`src/rtl/e203_nice_csr_resp_pkg.sv`:
```
`default_nettype none
// +----------------------------------------------------------------------+
// | e203_nice_csr_resp_pkg : shared CSR indices, STATUS bits, FSM states |
// | Revision: 1.0                                                        |
// +----------------------------------------------------------------------+
package e203_nice_csr_resp_pkg;

    localparam logic [11:0] CSR_CTRL   = 12'hE00;
    localparam logic [11:0] CSR_STATUS = 12'hE01;
    localparam logic [11:0] CSR_ACC    = 12'hE02;
    localparam logic [11:0] CSR_OPND   = 12'hE03;
    localparam logic [11:0] CSR_CYCLE  = 12'hE04;

    localparam int STATUS_BUSY_BIT = 0;
    localparam int STATUS_DONE_BIT = 1;
    localparam int STATUS_ERR_BIT  = 2;
    localparam int CTRL_START_BIT  = 0;
    localparam int CTRL_LEN_LSB    = 8;

    typedef enum logic [1:0] {
        ENG_IDLE = 2'd0,
        ENG_RUN  = 2'd1,
        ENG_DONE = 2'd2
    } eng_state_t;

endpackage
`default_nettype wire

```
`src/rtl/e203_nice_csr_engine.sv`:
```
`default_nettype none
// +----------------------------------------------------------------------+
// | e203_nice_csr_engine : accumulate engine (FSM, run counter, ACC)     |
// | Revision: 1.0                                                        |
// +----------------------------------------------------------------------+
module e203_nice_csr_engine
    import e203_nice_csr_resp_pkg::*;
#(
    parameter int LEN_W = 8
) (
    input  logic             clk,
    input  logic             rst_n,
    input  logic             start,
    input  logic [LEN_W-1:0] len,
    input  logic             acc_wr,
    input  logic [31:0]      acc_wdata,
    input  logic [31:0]      opnd,
    output logic [31:0]      acc,
    output logic             busy,
    output logic             done_pulse
);

    eng_state_t       state;
    logic [LEN_W-1:0] cnt;

    always_ff @(posedge clk or negedge rst_n) begin
        if (!rst_n) begin
            state      <= ENG_IDLE;
            cnt        <= '0;
            acc        <= '0;
            busy       <= 1'b0;
            done_pulse <= 1'b0;
        end else begin
            // ACC writes are stalled during RUN, so the two never collide
            if (acc_wr) begin
                acc <= acc_wdata;
            end else if (state == ENG_RUN) begin
                acc <= acc + opnd;
            end

            case (state)
                ENG_IDLE: begin
                    done_pulse <= 1'b0;
                    if (start) begin
                        cnt <= len;
                        if (len != '0) begin
                            state <= ENG_RUN;
                            busy  <= 1'b1;
                        end else begin
                            state      <= ENG_DONE;
                            done_pulse <= 1'b1;
                        end
                    end
                end
                ENG_RUN: begin
                    cnt <= cnt - LEN_W'(1);
                    if (cnt == LEN_W'(1)) begin
                        state      <= ENG_DONE;
                        busy       <= 1'b0;
                        done_pulse <= 1'b1;
                    end
                end
                ENG_DONE: begin
                    state      <= ENG_IDLE;
                    done_pulse <= 1'b0;
                end
                default: begin
                    state      <= ENG_IDLE;
                    busy       <= 1'b0;
                    done_pulse <= 1'b0;
                end
            endcase
        end
    end

endmodule
`default_nettype wire

```
`src/rtl/e203_nice_csr_resp.sv`:
```
`default_nettype none
// +----------------------------------------------------------------------+
// | e203_nice_csr_resp : NICE CSR responder, CSR bank and engine wrapper |
// | Revision: 1.0                                                        |
// +----------------------------------------------------------------------+
module e203_nice_csr_resp
    import e203_nice_csr_resp_pkg::*;
#(
    parameter int LEN_W = 8,
    parameter int CYC_W = 32
) (
    input  logic        clk,
    input  logic        rst_n,
    input  logic        nice_csr_valid,
    output logic        nice_csr_ready,
    input  logic [31:0] nice_csr_addr,
    input  logic        nice_csr_wr,
    input  logic [31:0] nice_csr_wdata,
    output logic [31:0] nice_csr_rdata,
    output logic        eng_busy,
    output logic        eng_done_pulse
);

    logic [11:0]      idx;
    logic             sel_ctrl, sel_status, sel_acc, sel_opnd, sel_cycle;
    logic             mapped, stallable, hs, wr_hs;
    logic [LEN_W-1:0] len;
    logic [31:0]      opnd;
    logic [31:0]      acc;
    logic [CYC_W-1:0] cycle;
    logic [31:0]      cycle_ext;
    logic             st_done, st_err;
    logic             unused_addr_hi;

    assign idx            = nice_csr_addr[11:0];
    assign unused_addr_hi = ^nice_csr_addr[31:12];

    assign sel_ctrl   = (idx == CSR_CTRL);
    assign sel_status = (idx == CSR_STATUS);
    assign sel_acc    = (idx == CSR_ACC);
    assign sel_opnd   = (idx == CSR_OPND);
    assign sel_cycle  = (idx == CSR_CYCLE);
    assign mapped     = sel_ctrl | sel_status | sel_acc | sel_opnd | sel_cycle;
    assign stallable  = sel_ctrl | sel_acc | sel_opnd;

    // ready is a function of registered busy and the address only; valid stays out of its cone
    assign nice_csr_ready = ~(eng_busy & stallable);
    assign hs             = nice_csr_valid & nice_csr_ready;
    assign wr_hs          = hs & nice_csr_wr;

    e203_nice_csr_engine #(
        .LEN_W (LEN_W)
    ) u_engine (
        .clk        (clk),
        .rst_n      (rst_n),
        .start      (wr_hs & sel_ctrl & nice_csr_wdata[CTRL_START_BIT]),
        .len        (nice_csr_wdata[CTRL_LEN_LSB +: LEN_W]),
        .acc_wr     (wr_hs & sel_acc),
        .acc_wdata  (nice_csr_wdata),
        .opnd       (opnd),
        .acc        (acc),
        .busy       (eng_busy),
        .done_pulse (eng_done_pulse)
    );

    always_ff @(posedge clk or negedge rst_n) begin
        if (!rst_n) begin
            len     <= '0;
            opnd    <= '0;
            cycle   <= '0;
            st_done <= 1'b0;
            st_err  <= 1'b0;
        end else begin
            cycle <= cycle + CYC_W'(1);
            if (wr_hs & sel_ctrl) begin
                len <= nice_csr_wdata[CTRL_LEN_LSB +: LEN_W];
            end
            if (wr_hs & sel_opnd) begin
                opnd <= nice_csr_wdata;
            end
            // hardware set takes priority over a same-cycle W1C
            st_done <= eng_done_pulse |
                       (st_done & ~(wr_hs & sel_status & nice_csr_wdata[STATUS_DONE_BIT]));
            st_err  <= (hs & ~mapped) |
                       (st_err & ~(wr_hs & sel_status & nice_csr_wdata[STATUS_ERR_BIT]));
        end
    end

    always_comb begin
        cycle_ext              = '0;
        cycle_ext[CYC_W-1:0]   = cycle;
        nice_csr_rdata         = '0;
        if (nice_csr_valid) begin
            if (sel_ctrl) begin
                nice_csr_rdata[CTRL_LEN_LSB +: LEN_W] = len;
            end else if (sel_status) begin
                nice_csr_rdata[STATUS_BUSY_BIT] = eng_busy;
                nice_csr_rdata[STATUS_DONE_BIT] = st_done;
                nice_csr_rdata[STATUS_ERR_BIT]  = st_err;
            end else if (sel_acc) begin
                nice_csr_rdata = acc;
            end else if (sel_opnd) begin
                nice_csr_rdata = opnd;
            end else if (sel_cycle) begin
                nice_csr_rdata = cycle_ext;
            end
        end
    end

endmodule
`default_nettype wire
```
`config.mk`:
```
export PLATFORM = sky130hd
export DESIGN_NAME = e203_nice_csr_resp
export DESIGN_NICKNAME = d
export VERILOG_FILES = /design/src/rtl/e203_nice_csr_resp_pkg.sv /design/src/rtl/e203_nice_csr_engine.sv /design/src/rtl/e203_nice_csr_resp.sv
export SDC_FILE = /design/constraint.sdc
export NUM_CORES = 1
export LEC_CHECK = 0
export BUFFER_PORTS_ARGS = -buffer_cell sky130_fd_sc_hd__buf_2
export CAP_MARGIN = 20
export CORE_AREA = 2 2 133 135
export DETAILED_ROUTE_END_ITERATION = 8
export DIE_AREA = 0 0 135 137
export GPL_ROUTABILITY_DRIVEN = 1
export GPL_TIMING_DRIVEN = 0
export SLEW_MARGIN = 20
export SYNTH_ARGS = -nofsm -noshare
export SYNTH_HDL_FRONTEND = slang
export SYNTH_SLANG_ARGS = --single-unit
```
`constraint.sdc`:
```
create_clock -name clk -period 3.8 [get_ports clk]
set_input_delay 0.19 -clock clk [delete_from_list [all_inputs] [get_ports clk]]
set_output_delay 0.19 -clock clk [all_outputs]
set_load 0.005 [all_outputs]
```
Yosys cells after proc, flatten, opt, wreduce, memory -nomap -nowiden
Index checks and enable logic that the tools add are counted.
{"block": "totals", "regBits": 118, "elab_cells": 82, "in_bits": 68}
{"block": "op_classes", "n_reduce_logical": 7, "n_addsub": 3, "n_mux": 25, "bitwise": 26, "eq_ne": 11}
{"op": "32-bit two-way mux", "n": 6}
{"op": "12-bit == test (second input constant)", "n": 5}
{"op": "32-bit by 1-bit adder with 32-bit output (second input constant)", "n": 1}
{"op": "32-bit adder", "n": 1}
{"op": "29-bit two-way mux", "n": 1}
{"op": "8-bit two-way mux", "n": 3}
{"op": "16-bit two-way mux", "n": 1}
{"op": "8-bit one-hot mux with 2 select lines", "n": 1}
{"op": "1-bit bitwise AND", "n": 13}
{"op": "8-bit by 1-bit == test with 1-bit output (second input constant)", "n": 1}
{"op": "1-bit OR", "n": 8}
{"op": "8-bit nonzero test", "n": 1}
{"op": "8-bit by 1-bit subtractor with 8-bit output (second input constant)", "n": 1}
{"op": "1-bit two-way mux", "n": 6}
{"op": "2-bit two-way mux", "n": 3}
{"op": "1-bit NOT", "n": 5}
{"op": "2-bit by 1-bit inequality test with 1-bit output (second input constant)", "n": 2}
{"op": "2-bit one-hot mux with 2 select lines", "n": 1}
{"op": "2-bit AND reduction", "n": 2}
{"op": "4-bit AND reduction", "n": 1}
{"op": "2-bit nonzero test", "n": 2}
{"op": "3-bit two-way mux", "n": 1}
{"op": "1-bit one-hot mux with 3 select lines", "n": 1}
{"op": "2-bit by 1-bit == test with 1-bit output (second input constant)", "n": 1}
{"op": "4 further kinds", "n": 4}

Depth between registers and ports, before layout
Gate-level depths: netlist of run 1.
{"block": "logic_depth", "ltp_word": 12, "depth_mapped": 11, "depth_no_buf": 11}

Cells and area by module
A second synthesis of run 1 with hierarchy kept.
{"block": "unflattened", "cells_unflattened": 870, "area_unflattened_um2": 8119.0}
{"mod": "e203_nice_csr_resp", "n_inst": 1, "cells_each": 417, "area_each_um2": 4355.4}
{"mod": "e203_nice_csr_engine", "n_inst": 1, "cells_each": 453, "area_each_um2": 3763.6}

Least setup slack after synthesis of run 1
Ideal clock, no wire load.
{"block": "synth_path", "kind": "reg-to-reg", "start": "register u_engine.acc[0]", "end": "register u_engine.acc[26]", "setup_slack_ps": 964, "stages_incl_launch_ff": 12, "arrival_ps": 2700, "required_time_ps": 3663, "n_path_buf": 0, "path_cell_list": "dfrtp_1 -> ha_1 -> inv_1 -> fa_1 -> nor2b_1 -> o2111ai_1 -> a2111o_1 -> a31o_1 -> or3_1 -> o31a_1 -> xor2_1 -> a21oi_2"}
{"block": "synth_between", "elab_chain_cells": 3}
{"element": "start: declaration", "line_no": "e203_nice_csr_engine.sv:18", "source": "output logic [31:0] acc,"}
{"element": "start signal: assignment", "line_no": "e203_nice_csr_engine.sv:36", "source": "acc <= acc_wdata;"}
{"element": "start signal: assignment", "line_no": "e203_nice_csr_engine.sv:38", "source": "acc <= acc + opnd;"}
{"element": "32-bit adder", "line_no": "e203_nice_csr_engine.sv:38"}
{"element": "32-bit two-way mux", "line_no": "e203_nice_csr_engine.sv:37", "source": "end else if (state == ENG_RUN) begin"}
{"element": "32-bit two-way mux", "line_no": "e203_nice_csr_engine.sv:35", "source": "if (acc_wr) begin"}
Every way passes these cells. The select of a mux whose other input is x is not followed.
A chain may end at the register's enable or synchronous reset.

Final worst setup path of run 1
{"block": "layout_path", "start": "input nice_csr_addr[4]", "end": "output nice_csr_rdata[27]"}
{"block": "layout_between", "elab_chain_cells": 7}
{"element": "start: declaration", "line_no": "e203_nice_csr_resp.sv:16", "source": "input logic [31:0] nice_csr_addr,"}
{"element": "12-bit == test", "line_no": "e203_nice_csr_resp.sv:42", "source": "assign sel_cycle = (idx == CSR_CYCLE);"}
{"element": "32-bit two-way mux", "line_no": "e203_nice_csr_resp.sv:104", "source": "end else if (sel_cycle) begin"}
{"element": "32-bit two-way mux", "line_no": "e203_nice_csr_resp.sv:102", "source": "end else if (sel_opnd) begin"}
{"element": "32-bit two-way mux", "line_no": "e203_nice_csr_resp.sv:100", "source": "end else if (sel_acc) begin"}
{"element": "29-bit two-way mux", "line_no": "e203_nice_csr_resp.sv:96", "source": "end else if (sel_status) begin"}
{"element": "16-bit two-way mux (*)", "line_no": "e203_nice_csr_resp.sv:94", "source": "if (sel_ctrl) begin"}
{"element": "32-bit two-way mux (*)", "line_no": "e203_nice_csr_resp.sv:93", "source": "if (nice_csr_valid) begin"}
{"element": "end: declaration", "line_no": "e203_nice_csr_resp.sv:19", "source": "output logic [31:0] nice_csr_rdata,"}
Every way passes the cells marked *; elsewhere a longest branch is shown, timed or not.

==> results of run 1 <==
stage by stage:
stage               power, mW  instances  area, sq um
finish                   3.20       1186         8920
global route             3.29       1186         8920
detailed placement       1.49       1154         8280
floorplan                1.39        847         7560
global placement         1.48       1153         8240
CTS                      3.22       1186         8920
report_power, final:
part           leakage [nW]  total [mW]  switching [mW]  internal [mW]
Combinational          2.30       0.180           0.115         0.0648
Sequential             1.55        1.29          0.0145           1.27
Clock                 0.301        1.73           0.595           1.14
sequential cells by signal, summed over array words and instances (netlist names):
| name | cells |
|---|---|
| u_engine.state | 2 |
| st_err | 1 |
| st_done | 1 |
| len | 8 |
| cycle | 32 |
| u_engine.acc | 32 |
| u_engine.busy | 1 |
| opnd | 32 |
| u_engine.done_pulse | 1 |
| u_engine.cnt | 8 |
worst max-delay path, cell delays in order:
cell and delay, ns:
buf_2 0.10, or4_1 0.55, nor4_2 0.57, buf_2 0.38
and2_1 0.16, clkbuf_1 0.38, buf_2 0.35, a222oi_1 0.15
nor2_1 0.12, buf_2 0.12
cell usage after synthesis (14+ instances only):
| cell type | count |
|---|---|
| a21oi_1 | 78 |
| xnor2_1 | 33 |
| nand2_1 | 65 |
| nor3_1 | 16 |
| ha_1 | 34 |
| mux2_2 | 40 |
| and3_1 | 19 |
| nand3_1 | 26 |
| a22oi_1 | 16 |
| nor2_1 | 93 |
| dfrtp_1 | 118 |
| xor2_1 | 14 |
| clkbuf_1 | 33 |
| a222oi_1 | 24 |
| inv_1 | 16 |
| o21ai_0 | 64 |
cell usage in the layout (no fill, tap or decap), types with 5 or more instances in the layout:
master / instances
dfrtp_1: 118
nor2_1: 93
buf_2: 89
a21oi_1: 78
nand2_1: 65
o21ai_0: 64
mux2_2: 40
clkbuf_1: 34
ha_1: 34
xnor2_1: 33
nand3_1: 26
a222oi_1: 24
and3_1: 19
clkbuf_16: 17
a22oi_1: 16
inv_1: 16
nor3_1: 16
xor2_1: 14
and2_1: 12
nor2b_1: 12
or3_1: 11
a21o_1: 10
nand4_1: 10
o21a_1: 9
mux2i_1: 8
nand2b_1: 7
a31oi_1: 7
nor4_1: 7
a211oi_1: 6
o21bai_1: 5
path summary, 6_finish.rpt:
path / startpoint / slack, ns / endpoint
min: nice_csr_wdata[1] / 0.01 / opnd[1]$_DFFE_PN0P_
min in group asynchronous: rst_n / 0.29 / u_engine.done_pulse$_DFFE_PN0P_
max: nice_csr_addr[4] / 0.52 / nice_csr_rdata[27]
max reg2reg: opnd[0]$_DFFE_PN0P_ / 0.53 / u_engine.acc[26]$_DFFE_PN0P_
max in group asynchronous: rst_n / 2.78 / opnd[31]$_DFFE_PN0P_
min reg2reg: cycle[21]$_DFF_PN0_ / 0.49 / cycle[21]$_DFF_PN0_
logic make-up (layout without fill, tap and decap cells):
| group | Yosys count | in the layout |
|---|---|---|
| adder cells (fa/ha/maj) | 35 | 35 |
| multiplexers | 48 | 48 |
| AO/OA/AOI/OAI | 247 | 247 |
| XOR/XNOR | 47 | 47 |
| flip-flops | 118 | 118 |
| AND/OR/NAND/NOR | 292 | 292 |
| buffers and inverters | 60 | 174 |
area by class of cell:
class	instances	area (sq um)	share of cell area [%]
clock buffer	21	470	5.27
tap	225	282	3.16
timing repair buffer	84	459	5.15
sequential	118	2950	33.1
buffer	44	176	1.98
clock inverter	9	150	1.68
inverter	16	60.1	0.673
multi-input combinational	669	4370	49.0
routing by layer:
layer / GRT usage (%) / share of wire [%]
met3: 4.96 / 6.4
met1: 39.7 / 49
met4: 7.58 / 1.5
met2: 40.3 / 43
met5: 0 / 0
what timing repair did:
item	4_1_cts	5_1_grt
gates resized for setup	0	0
hold buffers	2	0
endpoints found under the hold margin	54	0
==> run metrics, run 1 <==
status complete, no violations; Netlist Area Pre-Place around 0.0076 sq mm; CP max FO 10; number of CTS-inserted buffers 17; area leader, netlist dfrtp_1; Die Width about 140 um; die height between 100 and 150 um; final worst slack ~0.52 ns; largest cells by area after synthesis dfrtp_1 (39%), mux2_2 (6.0%), ha_1 (5.6%); mux cell area share after synthesis about 7.0%; CP Class input port to output port; setup TNS 0 ns; # rows 48; LEAKAGE 4.14 nW; Synth Area in Adders about 6%; CP Capture Type output port; Placer Congestion around 0.91; Pre-antenna DRT Iters 6; clock skew between 0.01 and 0.015 ns; number of synthesized register bits around 120; Peak Freq between 300 and 400 MHz; CTS tree done; hold_ws 0.0101 ns; largest family of logic cells by synthesized area compound AO/OA/AOI/OAI gates; DRC viols 0; Detailed Route Iter0 Violations between 700 and 800; Initial Util roughly 44%; FFs w/ async S/R, synth 100%; CTS H-tree lvls 4; Core Util, Final about 52%; final hold viol count 0; area share of xor/xnor cells in the synthesized design under 10%; Primary FF master, synth dfrtp_1; die area roughly 0.018 sq mm; Port Buffers slightly above 80; total core area between 0.015 and 0.02 sq mm; HPWL Detailed 17,400 um; area delta synth->final 18.0%; Slew Viols, Final 0; post-synthesis sequential area ratio approximately two fifths; pre-CTS setup slack around 0.54 ns; Hold Crit Class input port to register; peak supply drop between 0.0003 and 0.0004 V; slew margin rel. 36.2%; Max clock buf depth 2; Hold Path Stages 3; Mean Syn Cell Area around 8.9 sq um; clock root cell clkbuf_16; Setup-failing EPs final 0; Net Count, Synth 950; share of post-route cells with drive strength above 1 ~17%; Yosys warnings 0; path depth of the worst reg2reg path 11; clock sink count ~120; clock latency on the worst-skew pair roughly 0.43 ns; vias in the first global route roughly 6,700; Crit path arrival time around 3 ns; antenna-violating nets left 0; WL/cell roughly 20 um; routed wire length around 24,000 um; IO Pins between 100 and 150; total congestion overflow 0; Post-synth EDFFs 0; crit start category input port; Least-Margin Pin Slew about 0.95 ns; Simple-Gate Fraction of Synth Area between 10% and 20%; first-pass GRT wire length roughly 38,000 um; total track usage between 20% and 30%; initial antenna violation count 0; area share of the largest cell type after synthesis between 30% and 40%; fin crit share ~86%; largest net degree at the start of global routing 66; routed vias/inst 5.90; CTS clk-pin slew, worst paths approximately 0.060 ns; routed via count around 7,000; Mapped Cells approximately 850; max_cap viols 0; fin nets ~1,100; ant diodes 0; Worst Path Required between 3 and 4 ns; post-layout min period between 3 and 4 ns; power density over the cells about 360 mW/mm^2; complex-gate fraction of the synthesized area a little over a fifth; Distinct cells, synth 59; Fillers 1,661; unrepaired setup endpoints after global routing no; setup repair bufs after CTS 0
Note: power is estimated with default switching activity, not from simulation.
==> run 2, diff against run 1 <==
- ABC_AREA: unset -> 1
- CORE_AREA: 2 2 133 135 -> 2 2 144 146
- DIE_AREA: 0 0 135 137 -> 0 0 146 148
==> run 2 against run 1 <==
Effect of this change:
- area after synthesis grew 18%
- first-iteration DRC count shrank 16%
- global-route usage is essentially flat
- via count grew 25%
- clock-buffer cell count shrank 1
- utilization shrank 0.97 points
- critical endpoint is now u_engine.acc[30]$_DFFE_PN0P_
- largest cell class unchanged
- largest power group unchanged
==> run metrics, run 2 <==
status complete, no violations; most frequent cells in the layout nand2_1 (458), inv_1 (201), nand3_1 (138); number of CTS-inserted buffers 17; final hold viol count 0; number of synthesized register bits 118; peak supply drop around 0.00032 V; crit path max-delay cell type dfrtp_1; Peak Freq ~420 MHz; r2r startpoint u_engine.acc[0]$_DFFE_PN0P_; setup repair bufs after CTS 0; routed via count between 8,000 and 9,000; Least-Margin Pin Slew 0.710 ns; Pre-antenna DRT Iters 5; dpl cell area about 0.0097 sq mm; CP max FO 4; area leader, netlist dfrtp_1; Max clock buf depth 2; total congestion overflow 0; clock sink count ~120; Worst Path Required 4.12 ns; ant diodes 0; CP startpoint u_engine.acc[0]$_DFFE_PN0P_; Yosys warnings 0; Netlist Area Pre-Place between 0.008 and 0.009 sq mm; Initial Util ~44%; CP Class register to register; fin nets about 1,500; fin crit share a little over three fifths; most frequent cell after synthesis nand2_1; cell mode on critical path nand2_1; clock root cell clkbuf_16; Net Count, Synth around 1,400; slew margin rel. 52.7%; WL/cell approximately 17 um; CTS clk-pin slew, worst paths around 0.060 ns; area delta synth->final 15.6%; share of post-route cells with drive strength above 1 around an eighth; FFs w/ async S/R, synth 100%; Placer Congestion between 0.9 and 1; die height between 100 and 150 um; LEAKAGE approximately 5.8 nW; Setup-failing EPs final 0; fin area ~0.010 sq mm; post-synthesis sequential area ratio around a third; IO Pins approximately 100; Port Buffers between 80 and 90; antenna-violating nets left 0; vias in the first global route roughly 8,400; clock skew 0.00906 ns; Post-synth EDFFs 0; Primary FF master, synth dfrtp_1; Mean Syn Cell Area 6.71 sq um; HPWL Detailed ~23,000 um; unrepaired setup endpoints after global routing no; largest net degree at the start of global routing 74; max_cap viols 0; area share of the largest cell type after synthesis 33.2%; DRC viols 0; most common cell after layout, fill and taps aside nand2_1; CTS H-tree lvls 4; die area between 0.02 and 0.025 sq mm; largest cells by area after synthesis dfrtp_1 (33%), nand2_1 (19%), inv_1 (8.5%); routed wire length around 28,000 um; total track usage roughly 27%; total core area 0.0200 sq mm; Mapped Cells 1,326; Cell Chain, Critical Path ha_1 > inv_1 > fa_1 > inv_1 > nand2_1 > nand3b_1 > nand2_1 > nand2_1 > nand2_1 > nand3_1 > nand3_1 > nand2_1 > nand2_1; Resize count post-CTS 0; setup TNS 0 ns; CTS tree done; Die Width 146 um; min-delay src nice_csr_wdata[30]; post-layout min period about 2.4 ns; Top Registers cycle: 32 flops, opnd: 32 flops, u_engine.acc: 32 flops; initial antenna violation count 0; clock latency on the worst-skew pair between 0.4 and 0.5 ns; routed vias/inst 5.11; max incr delay on CP about 0.4 ns; Detailed Route Iter0 Violations about 600; first-pass GRT wire length 44,900 um; Hold Crit Class input port to register; power density over the cells roughly 310 mW/mm^2; Slew Viols, Final 0; Distinct cells, synth 41; Commonest cells post-synth nand2_1 (458), inv_1 (201), nand3_1 (138), dfrtp_1 (118), nor2_1 (82); # rows 52; CP Capture Type register; crit start category register; Crit path arrival time about 2.7 ns
## run 2: cell types whose count changed after synthesis, sizes merged, moves of 13 or more
cell | before | now
a21oi | 79 | 33
a222oi | 24 | 0
a22oi | 16 | 0
and3 | 19 | 0
buf | 11 | 24
clkbuf | 33 | 9
inv | 16 | 210
mux2 | 40 | 0
nand2 | 65 | 470
nand3 | 27 | 141
o211ai | 3 | 38
o21ai | 67 | 45
## run 2: where the power goes
| group | switching [mW] | internal, mW | leakage (nW) | total [mW] |
|---|---|---|---|---|
| registers | 0.0345 | 1.28 | 1.54 | 1.32 |
| logic | 0.159 | 0.0839 | 3.94 | 0.242 |
| clock network | 0.659 | 1.01 | 0.280 | 1.67 |
| total | 0.852 | 2.38 | 5.76 | 3.23 |
## run 2: logic make-up (layout without fill, tap and decap cells)
group / Yosys count / count (layout) / synth area share (%)
compound gates: 138 / 138 / 10.1
xor+xnor: 44 / 44 / 4.33
fa+ha+maj: 35 / 35 / 5.01
buf+inv: 243 / 359 / 10.9
flops: 118 / 118 / 33.2
simple gates: 748 / 748 / 36.4
## run 2: layout make-up
type	count	area, sq um
well taps	270	338
repair buffers	84	454
clock inverters	12	143
fillers	2105	9760
clock buffers	20	457
inverters	210	788
plain buffers	33	185
multi-input cells	965	4970
flip-flops and latches	118	2950
## run 2: through the flow
step	utilization [%]	instances	setup WS [ns]	power, mW	hold slack, ns
floorplan	-	1326	1.93	1.46	-0.106
global placement	48.1	1678	0.920	1.57	0.453
detailed placement	48.3	1679	1.45	1.58	0.265
CTS	51.3	1712	1.44	3.25	0.00648
global route	51.3	1712	1.19	3.34	0.0315
finish	51.3	1712	1.41	3.23	0.0123
## run 2: repair_timing
action,4_1_cts,5_1_grt
hold buffers,1,0
endpoints found under the hold margin,72,0
setup endpoints to repair,0,0
## run 2: critical path: cells and delay by family, from the launching register on
kind	cells	cell delay, ns
buffers and inverters	2	0.17
flip-flops	1	0.40
AND/OR/NAND/NOR	9	1.06
adder cells (fa/ha/maj)	2	0.66
## run 2: path summary, 6_finish.rpt
| check | endpoint | slack (ns) | cells after the start |
|---|---|---|---|
| max | u_engine.acc[30]$_DFFE_PN0P_ | 1.41 | 13 |
| min | opnd[30]$_DFFE_PN0P_ | 0.01 | 3 |
| max reg2reg | u_engine.acc[30]$_DFFE_PN0P_ | 1.41 | 13 |
| min reg2reg | len[5]$_DFFE_PN0N_ | 0.49 | 1 |
| max in group asynchronous | u_engine.acc[26]$_DFFE_PN0P_ | 2.73 | 3 |
| min in group asynchronous | cycle[3]$_DFF_PN0_ | 0.35 | 2 |
## run 2: metal layers
| layer | track usage, % | routed length (um) |
|---|---|---|
| met1 | 38.2 | 13600 |
| met4 | 8.30 | 579 |
| met2 | 42.5 | 12600 |
| met5 | 0 | 0 |
| met3 | 3.95 | 1430 |
==> run 3, diff against run 2 <==
- clock period: 3.8 -> 2.4 ns (I/O delays scaled with it)
==> run 3 against run 2 <==
Effect of this change:
- sequential share of layout area fell by 0.83 points
- sequential power rose by 58%
- critical path depth fell by 3
- clock skew rose by 0.00050 ns
- register-to-register slack got worse by 1.2 ns
- maximum frequency rose by 7.0%
- first-iteration DRC count rose by 2.5%
- design area rose by 3.0%
- worst hold slack improved by 0.011 ns
- worst setup slack got worse by 1.2 ns
- final cell count rose by 1.7%
- largest power group unchanged
- highest routed layer unchanged
==> run metrics, run 3 (same netlist as run 2, synthesis figures left out) <==
Fillers about 2,100; status complete, no violations; die area 0.0216 sq mm; initial antenna violation count 0; Setup-failing EPs final 0; total congestion overflow 0; CP Class register to register; Detailed Route Iter0 Violations 611; CP max FO 4; HPWL Detailed 22,600 um; die height roughly 150 um; Top Registers cycle: 32 flops, opnd: 32 flops, u_engine.acc: 32 flops; Port Buffers 82; DRC viols 0; CTS tree done; largest net degree at the start of global routing 74; dpl cell area roughly 0.0097 sq mm; # rows 52; routed via count between 8,000 and 9,000; vias in the first global route 8,533; total core area ~0.02 sq mm; R2R setup slack roughly 0.16 ns; Crit path arrival time around 2.5 ns; WL/cell roughly 16 um; Initial Util about 44%; CTS H-tree lvls 4; routed wire length 28,600 um; Worst Path Required 2.70 ns; clock sink count approximately 120; clock root cell clkbuf_16; Core Util, Final between 50% and 60%; antenna-violating nets left 0; Max clock buf depth 2; power density over the cells approximately 500 mW/mm^2; clock skew between 0.009 and 0.01 ns; IO Pins 103; most common cell after layout, fill and taps aside nand2_1; area of the multi-input gates 0.00499 sq mm; Placer Congestion approximately 0.96; CP Capture Type register; clock latency on the worst-skew pair 0.43 ns; slew margin rel. 52.8%; fin nets around 1,600; final worst slack around 0.16 ns; post-layout min period 2.24 ns; unrepaired setup endpoints after global routing no; pre-CTS setup slack roughly 0.046 ns; peak supply drop just over 0.0005 V; total track usage a little over a quarter; fin crit share between 90% and 100%; FF+latch area just under 0.003 sq mm; Peak Freq roughly 450 MHz; Least-Margin Pin Slew 0.708 ns; first-pass GRT wire length 45,400 um; final hold viol count 0; Hold Crit Class input port to register; max_cap viols 0; fin area approximately 0.011 sq mm; Pre-antenna DRT Iters 5; hold_ws approximately 0.023 ns; ant diodes 0; LEAKAGE around 5.9 nW; Slew Viols, Final 0; number of CTS-inserted buffers 17; routed vias/inst around 5; crit start category register; area delta synth->final 19.1%; CTS clk-pin slew, worst paths about 0.060 ns; Die Width 146 um; share of post-route cells with drive strength above 1 about an eighth; most frequent cells in the layout nand2_1 (457), inv_1 (201), nand3_1 (137)
-- run 3: changes by cell type in the layout (fill, tap and decap cells not counted), sizes merged --
cell         before  now
dlygate4sd3       1   29
buf             107  108
-- run 3: final timing paths --
path                                             start                            to  cells past startpoint
min in group asynchronous                        rst_n            cycle[3]$_DFF_PN0_                      2
min reg2reg                         len[5]$_DFFE_PN0N_            len[5]$_DFFE_PN0N_                      1
max in group asynchronous                        rst_n  u_engine.acc[26]$_DFFE_PN0P_                      3
min                                     nice_csr_valid              st_err$_DFF_PN0_                      3
max reg2reg                u_engine.acc[8]$_DFFE_PN0P_  u_engine.acc[19]$_DFFE_PN0P_                     10
max                        u_engine.acc[8]$_DFFE_PN0P_  u_engine.acc[19]$_DFFE_PN0P_                     10
-- run 3: what timing repair did --
item	in CTS	in global routing
gates resized for setup	0	5
setup endpoints to repair	0	9
hold buffers	29	0
endpoints found under the hold margin	106	0
buffers inserted	0	1
-- run 3: where the power goes --
part | switching, mW | internal (mW)
Sequential | 0.0554 | 2.03
Combinational | 0.257 | 0.163
Clock | 1.04 | 1.60
Total | 1.35 | 3.79
-- run 3: stage by stage --
stage,std cells,power [mW],TNS (ns)
3_3_place_gp,1678,2.49,-46.99
3_5_place_dp,1679,2.50,0
2_1_floorplan,1326,2.31,0
5_1_grt,1741,5.32,0
4_1_cts,1740,5.18,0
6_report,1741,5.15,0
-- run 3: routing by layer --
layer | wire, um | track usage (%) | vias up
met2 | 12900 | 43.2 | 263
li1 | - | - | 4481
met4 | 567 | 8.30 | 0
met1 | 13400 | 38.1 | 4097
met3 | 1690 | 4.35 | 39
met5 | 0 | 0 | -
-- run 3: layout make-up --
cell class                      count  share of cell area (%)
Buffer                             33                    1.75
Inverter                          210                    7.44
Timing Repair Buffer              113                    7.00
Multi-Input combinational cell    965                    47.1
Sequential cell                   118                    27.9
Clock buffer                       20                    4.31
Tap cell                          270                    3.19
Clock inverter                     12                    1.35
-- run 3: critical path, cell delays in order (launching register included) --
cell and delay, ns:
dfrtp_1 0.41, ha_1 0.42, nand2_1 0.14, nor2_1 0.29, nand3_1 0.13, nand3_1 0.20
nand3_1 0.14, nand2_1 0.09, nand2_1 0.05, nand3_1 0.14, nand3_1 0.09
